File: src/rtl/direction_arbiter.sv
// Purpose: arbitrate IR and pushbutton direction sources onto one clamped sprite position.
// Latency: position, Moving and Source update on the clock edge that samples FrameTick; they are visible one cycle later.
// Backpressure: none; IR pulses and frame ticks are consumed on arrival and never stalled.
module direction_arbiter #(
    parameter int X_W         = 10,
    parameter int Y_W         = 10,
    parameter int X_MAX       = 639,
    parameter int Y_MAX       = 479,
    parameter int X_INIT      = 320,
    parameter int Y_INIT      = 240,
    parameter int STEP        = 4,
    parameter int HOLD_FRAMES = 8
) (
    input  logic           Clock,
    input  logic           Reset,
    input  logic           IrUp,
    input  logic           IrDown,
    input  logic           IrLeft,
    input  logic           IrRight,
    input  logic           IrReadable,
    input  logic           BtnUp,
    input  logic           BtnDown,
    input  logic           BtnLeft,
    input  logic           BtnRight,
    input  logic           FrameTick,
    output logic [X_W-1:0] PosX,
    output logic [Y_W-1:0] PosY,
    output logic           Moving,
    output logic           Source
);

    typedef enum logic [1:0] {S_IDLE, S_BTN, S_IR} state_t;
    typedef enum logic [2:0] {DIR_NONE, DIR_UP, DIR_DOWN, DIR_LEFT, DIR_RIGHT} dir_t;

    localparam logic [X_W-1:0] X_STEP  = X_W'(STEP);
    localparam logic [X_W-1:0] X_LIM   = X_W'(X_MAX - STEP);
    localparam logic [X_W-1:0] X_TOP   = X_W'(X_MAX);
    localparam logic [X_W-1:0] X_START = X_W'(X_INIT);
    localparam logic [Y_W-1:0] Y_STEP  = Y_W'(STEP);
    localparam logic [Y_W-1:0] Y_LIM   = Y_W'(Y_MAX - STEP);
    localparam logic [Y_W-1:0] Y_TOP   = Y_W'(Y_MAX);
    localparam logic [Y_W-1:0] Y_START = Y_W'(Y_INIT);
    localparam logic [7:0]     HOLD    = 8'(HOLD_FRAMES);

    state_t         state;
    state_t         state_nxt;
    dir_t           ir_cmd;
    dir_t           ir_new;
    dir_t           btn_dir;
    dir_t           eff_cmd;
    dir_t           move_dir;
    logic [7:0]     hold_cnt;
    logic [7:0]     eff_cnt;
    logic [7:0]     hold_nxt;
    logic           ir_cap;
    logic           moving_nxt;
    logic           source_nxt;
    logic [X_W-1:0] pos_x_nxt;
    logic [Y_W-1:0] pos_y_nxt;

    // A direction is only meaningful when exactly one line is high.
    function automatic dir_t decode_dir(input logic [3:0] lines);
        case (lines)
            4'b1000: decode_dir = DIR_UP;
            4'b0100: decode_dir = DIR_DOWN;
            4'b0010: decode_dir = DIR_LEFT;
            4'b0001: decode_dir = DIR_RIGHT;
            default: decode_dir = DIR_NONE;
        endcase
    endfunction

    // Decode both sources; a capture takes effect before the same cycle's tick decision.
    always_comb begin
        ir_new  = decode_dir({IrUp, IrDown, IrLeft, IrRight});
        btn_dir = decode_dir({BtnUp, BtnDown, BtnLeft, BtnRight});
        ir_cap  = IrReadable && (ir_new != DIR_NONE);
        eff_cmd = ir_cap ? ir_new : ir_cmd;
        eff_cnt = ir_cap ? HOLD : hold_cnt;
    end

    // State decision on FrameTick only: buttons win, then a live IR hold, else idle.
    always_comb begin
        state_nxt  = state;
        moving_nxt = Moving;
        source_nxt = Source;
        move_dir   = DIR_NONE;
        if (FrameTick) begin
            if (btn_dir != DIR_NONE) begin
                state_nxt  = S_BTN;
                moving_nxt = 1'b1;
                source_nxt = 1'b1;
                move_dir   = btn_dir;
            end else if (eff_cnt != 8'd0) begin
                state_nxt  = S_IR;
                moving_nxt = 1'b1;
                source_nxt = 1'b0;
                move_dir   = eff_cmd;
            end else begin
                state_nxt  = S_IDLE;
                moving_nxt = 1'b0;
            end
        end
    end

    // Hold counter: reload wins; it only drains on ticks where IR actually drives motion.
    always_comb begin
        hold_nxt = hold_cnt;
        if (ir_cap) begin
            hold_nxt = HOLD;
        end else if (FrameTick && (state_nxt == S_IR) && (hold_cnt != 8'd0)) begin
            hold_nxt = hold_cnt - 8'd1;
        end
    end

    // One clamped step toward the chosen direction; compare before subtracting to avoid wrap.
    always_comb begin
        pos_x_nxt = PosX;
        pos_y_nxt = PosY;
        case (move_dir)
            DIR_LEFT:  pos_x_nxt = (PosX < X_STEP) ? '0 : PosX - X_STEP;
            DIR_RIGHT: pos_x_nxt = (PosX > X_LIM) ? X_TOP : PosX + X_STEP;
            DIR_UP:    pos_y_nxt = (PosY < Y_STEP) ? '0 : PosY - Y_STEP;
            DIR_DOWN:  pos_y_nxt = (PosY > Y_LIM) ? Y_TOP : PosY + Y_STEP;
            default:   ;
        endcase
    end

    // FSM state register.
    always_ff @(posedge Clock or posedge Reset) begin
        if (Reset) begin
            state <= S_IDLE;
        end else begin
            state <= state_nxt;
        end
    end

    // Position, status flags and the IR command/hold registers.
    always_ff @(posedge Clock or posedge Reset) begin
        if (Reset) begin
            PosX     <= X_START;
            PosY     <= Y_START;
            Moving   <= 1'b0;
            Source   <= 1'b0;
            ir_cmd   <= DIR_NONE;
            hold_cnt <= 8'd0;
        end else begin
            PosX     <= pos_x_nxt;
            PosY     <= pos_y_nxt;
            Moving   <= moving_nxt;
            Source   <= source_nxt;
            ir_cmd   <= eff_cmd;
            hold_cnt <= hold_nxt;
        end
    end

endmodule

File: config.mk
export PLATFORM = sky130hd
export DESIGN_NAME = direction_arbiter
export DESIGN_NICKNAME = d
export VERILOG_FILES = /design/src/rtl/direction_arbiter.sv
export SDC_FILE = /design/constraint.sdc
export NUM_CORES = 1
export LEC_CHECK = 0
export ABC_CLOCK_PERIOD_IN_PS = 3150
export CAP_MARGIN = 20
export CORE_MARGIN = 8
export CORE_UTILIZATION = 56
export DETAILED_ROUTE_END_ITERATION = 10
export PLACE_DENSITY = 0.9
export SYNTH_ARGS = -nofsm -noshare
export SYNTH_HDL_FRONTEND = slang
export SYNTH_SLANG_ARGS = --single-unit
File: constraint.sdc
create_clock -name Clock -period 3.15 [get_ports Clock]
set_clock_uncertainty 0.2 [all_clocks]
set_input_delay 0.945 -clock Clock [delete_from_list [all_inputs] [get_ports Clock]]
set_output_delay 0.945 -clock Clock [all_outputs]
set_load 0.05 [all_outputs]
==> impl_metrics.tcl <==
set metrics [dict create \
    tightestPinTransition_ns 0.526 \
    portBuffers 33 \
    die-area_um2 6950 \
    maxCapViolCount 0 \
    clock_latency_ns 0.29 \
    pin_count 34 \
    worst_path_max_delay_cell "nor4b_4" \
    seq_power_share_pct 30.9 \
    worstSetupPathType "input port to flop" \
    fp.coreArea_um2 4350 \
    dpl_cell_area_um2 3200 \
    hpwlAfterDp_mm 5.02 \
    h-tree-depth 2 \
    ys_warn_count 0 \
    chipWidth_um 83.4 \
    timing.fmax_mhz 324 \
    synth_ff_type "dfrtp_1" \
    grt_pass1_vias 2772 \
    hold_ws_ns 0.307 \
    cts_tree "built" \
    slowest_delay_ns 0.40 \
    crit_chain "buf_2 -> nor4b_4 -> nand2_2 -> and4_4 -> o31a_4 -> and4b_1 -> nand2_2 -> o221a_2 -> o2bb2a_1" \
    die_h_um 83.4 \
    cts_buffer_depth 2 \
    critPathTopFamily "simple AND/OR/NAND/NOR gates" \
    power.internal_mw 1.30 \
    hold_class "flop to flop" \
    finalCriticalPeriod_ns 3.09 \
    async_reset_ff_share_pct 100 \
    power.density_nw_per_um2 739 \
    grt_pass1_wl_mm 12.6 \
    place_congestion 0.907 \
    ir_drop_v 0.000603 \
    vias 2800 \
    clock-sinks 31 \
    multi_input_area_um2 1660 \
    leakagePower_nw 1.48 \
    final_common_cell "buf_4" \
    p_total_mw 2.51 \
    antenna_found_initial 0 \
    layout-drive-gt1-share_pct 28.4 \
    dp_slack_ns -0.719 \
    final-seq-area_um2 783 \
    yosys.area.top_type "dfrtp_1" \
    dp_cells 424 \
    synth_fp_nets 330 \
    status "finished clean" \
    avgViaCountPerCell 6.42 \
    pwr-share-clk_pct 13.3 \
    ant_nets 0 \
    avgSynthCellArea_um2 8.21 \
    wl_mm 7.48 \
    final_cell_mix "53 x buf_4, 29 x nor2_1, 25 x dfrtp_1, 24 x clkdlybuf4s50_1, 23 x nand2_1" \
    cp-start-kind "input port" \
    firstDrtPassIters 5 \
    crit_top_cell "nand2_2" \
    switching_power_mw 1.21 \
    final_core_util_pct 77.9 \
    initial_core_util_pct 58.4 \
    drtIter0Drc 255 \
    cts_root_buf "clkbuf_8" \
    endpoint_kind "flop" \
    yosys-top-cells-area "dfrtp_1 25%, dfstp_2 6.2%, o21ai_0 4.9%" \
    grt_overflow 0 \
    clk_pin_slew_worst_paths_ns 0.07 \
    switching_share_pct 48.1 \
    setup_slack_ns 0.0603 \
    synth_cell_type_count 65 \
    grt_usage_pct 21.0 \
    numCtsBuffers 5 \
    drv_slew 0 \
    final_area_um2 3390 \
    final_hold_viol_count 0 \
    synth_top_area_share_pct 24.6 \
    fp-row-count 24 \
    synthCells 310 \
    grt_start_max_net_pins 32 \
    syn2layout_area_growth_pct 33.4 \
    yosysSeqAreaShare_pct 30.8 \
    n_fill_cell 275 \
    final.setup.tns_ns 0 \
    crit_arrival_ns 3.06 \
    drc 0 \
    synth_seq_cells 31 \
    path_buf_inv 1 \
    combPwrFrac_pct 55.8 \
    hold_buffers 0 \
    routedWlPerCell_um 17.2 \
    fin_crit_sh_pct 98.1 \
    cp_max_fo 8 \
    instances_no_fill 436 \
    required_ns 3.12 \
    setup_viol 0 \
    synthesis.area_um2 2540 \
    num-nets-final 403 \
    synth_edf_count 0 \
    slew_headroom_pct 64.8 \
    antenna_cells 0 \
]
==> cell families (layout without fill, tap and decap cells) <==
kind of cell	count (synthesis)	after routing	synth area share (%)
and+or+nand+nor	134	134	28.7
xor gates and xnor gates	10	10	3.44
adders and majority gates	8	8	3.94
muxes	4	4	1.57
buffers and inverters	38	112	7.82
AOI/OAI and AO/OA	85	85	23.7
DFF	31	31	30.8
==> power groups by stage <==
stage               combinational [mW]  clock [mW]  sequential, mW
CTS                               1.37       0.335           0.766
detailed placement                1.34           0           0.770
finish                            1.40       0.333           0.776
global route                      1.51       0.353           0.808
global placement                  1.31           0           0.764
floorplan                        0.723           0           0.975
==> synthesized netlist by cell type (7+ instances only) <==
cell type / n
a21oi_1: 12
nor3_1: 10
ha_1: 8
nand3_1: 20
nand2_1: 24
o21ai_0: 25
inv_1: 15
dfrtp_1: 25
clkbuf_1: 10
nand2b_1: 7
nor2_1: 30
==> repair_timing <==
action	CTS	global route
pin swaps	4	10
resized for setup	34	20
setup endpoints to repair	24	13
hold endpoints to repair	0	0
cloned	0	0
buffers inserted	2	2
==> area by class of cell <==
| class | count | area share (%) |
|---|---|---|
| multi-input combinational | 241 | 49.0 |
| sequential | 31 | 23.1 |
| timing repair buffer | 89 | 21.7 |
| clock buffer | 7 | 2.54 |
| tap | 52 | 1.92 |
| inverter | 15 | 1.66 |
| clock inverter | 1 | 0.147 |
==> state kept, by name, summed over array words and instances, names as in the netlist <==
signal	flops
PosX	9
hold_cnt	8
ir_cmd	3
Moving	1
Source	1
PosY	9
==> final timing paths <==
kind / slack (ns) / endpoint / from / cells after the start
worst min register to register: 0.31 / Source / Source / 1
worst max-delay path: 0.06 / PosX[5] / IrDown / 9
min in group asynchronous: 0.85 / hold_cnt[1] / Reset / 3
worst min-delay path: 0.31 / Source / Source / 1
worst max register to register: 0.36 / PosX[5] / hold_cnt[4] / 8
max in group asynchronous: 1.57 / PosY[6] / Reset / 3
==> worst reg2reg max path, stage by stage, from the launching register on <==
cell      delay, ns
dfrtp_1        0.42
or3_4          0.42
nor4_4         0.24
and4_4         0.35
o31a_4         0.16
nor2b_1        0.05
and3_2         0.27
o221a_2        0.29
o2bb2a_1       0.28
==> per-layer routing <==
layer | part of all wire [%] | vias up | routed length (µm) | GRT usage [%]
met5 | 0 | - | 0 | 0
met4 | 4.3 | 0 | 322 | 11.2
met3 | 6.9 | 42 | 513 | 4.59
met2 | 48 | 148 | 3620 | 35.8
met1 | 40 | 1336 | 3020 | 23.7
li1 | - | 1274 | - | -
Note: power is estimated with default switching activity, not from simulation.
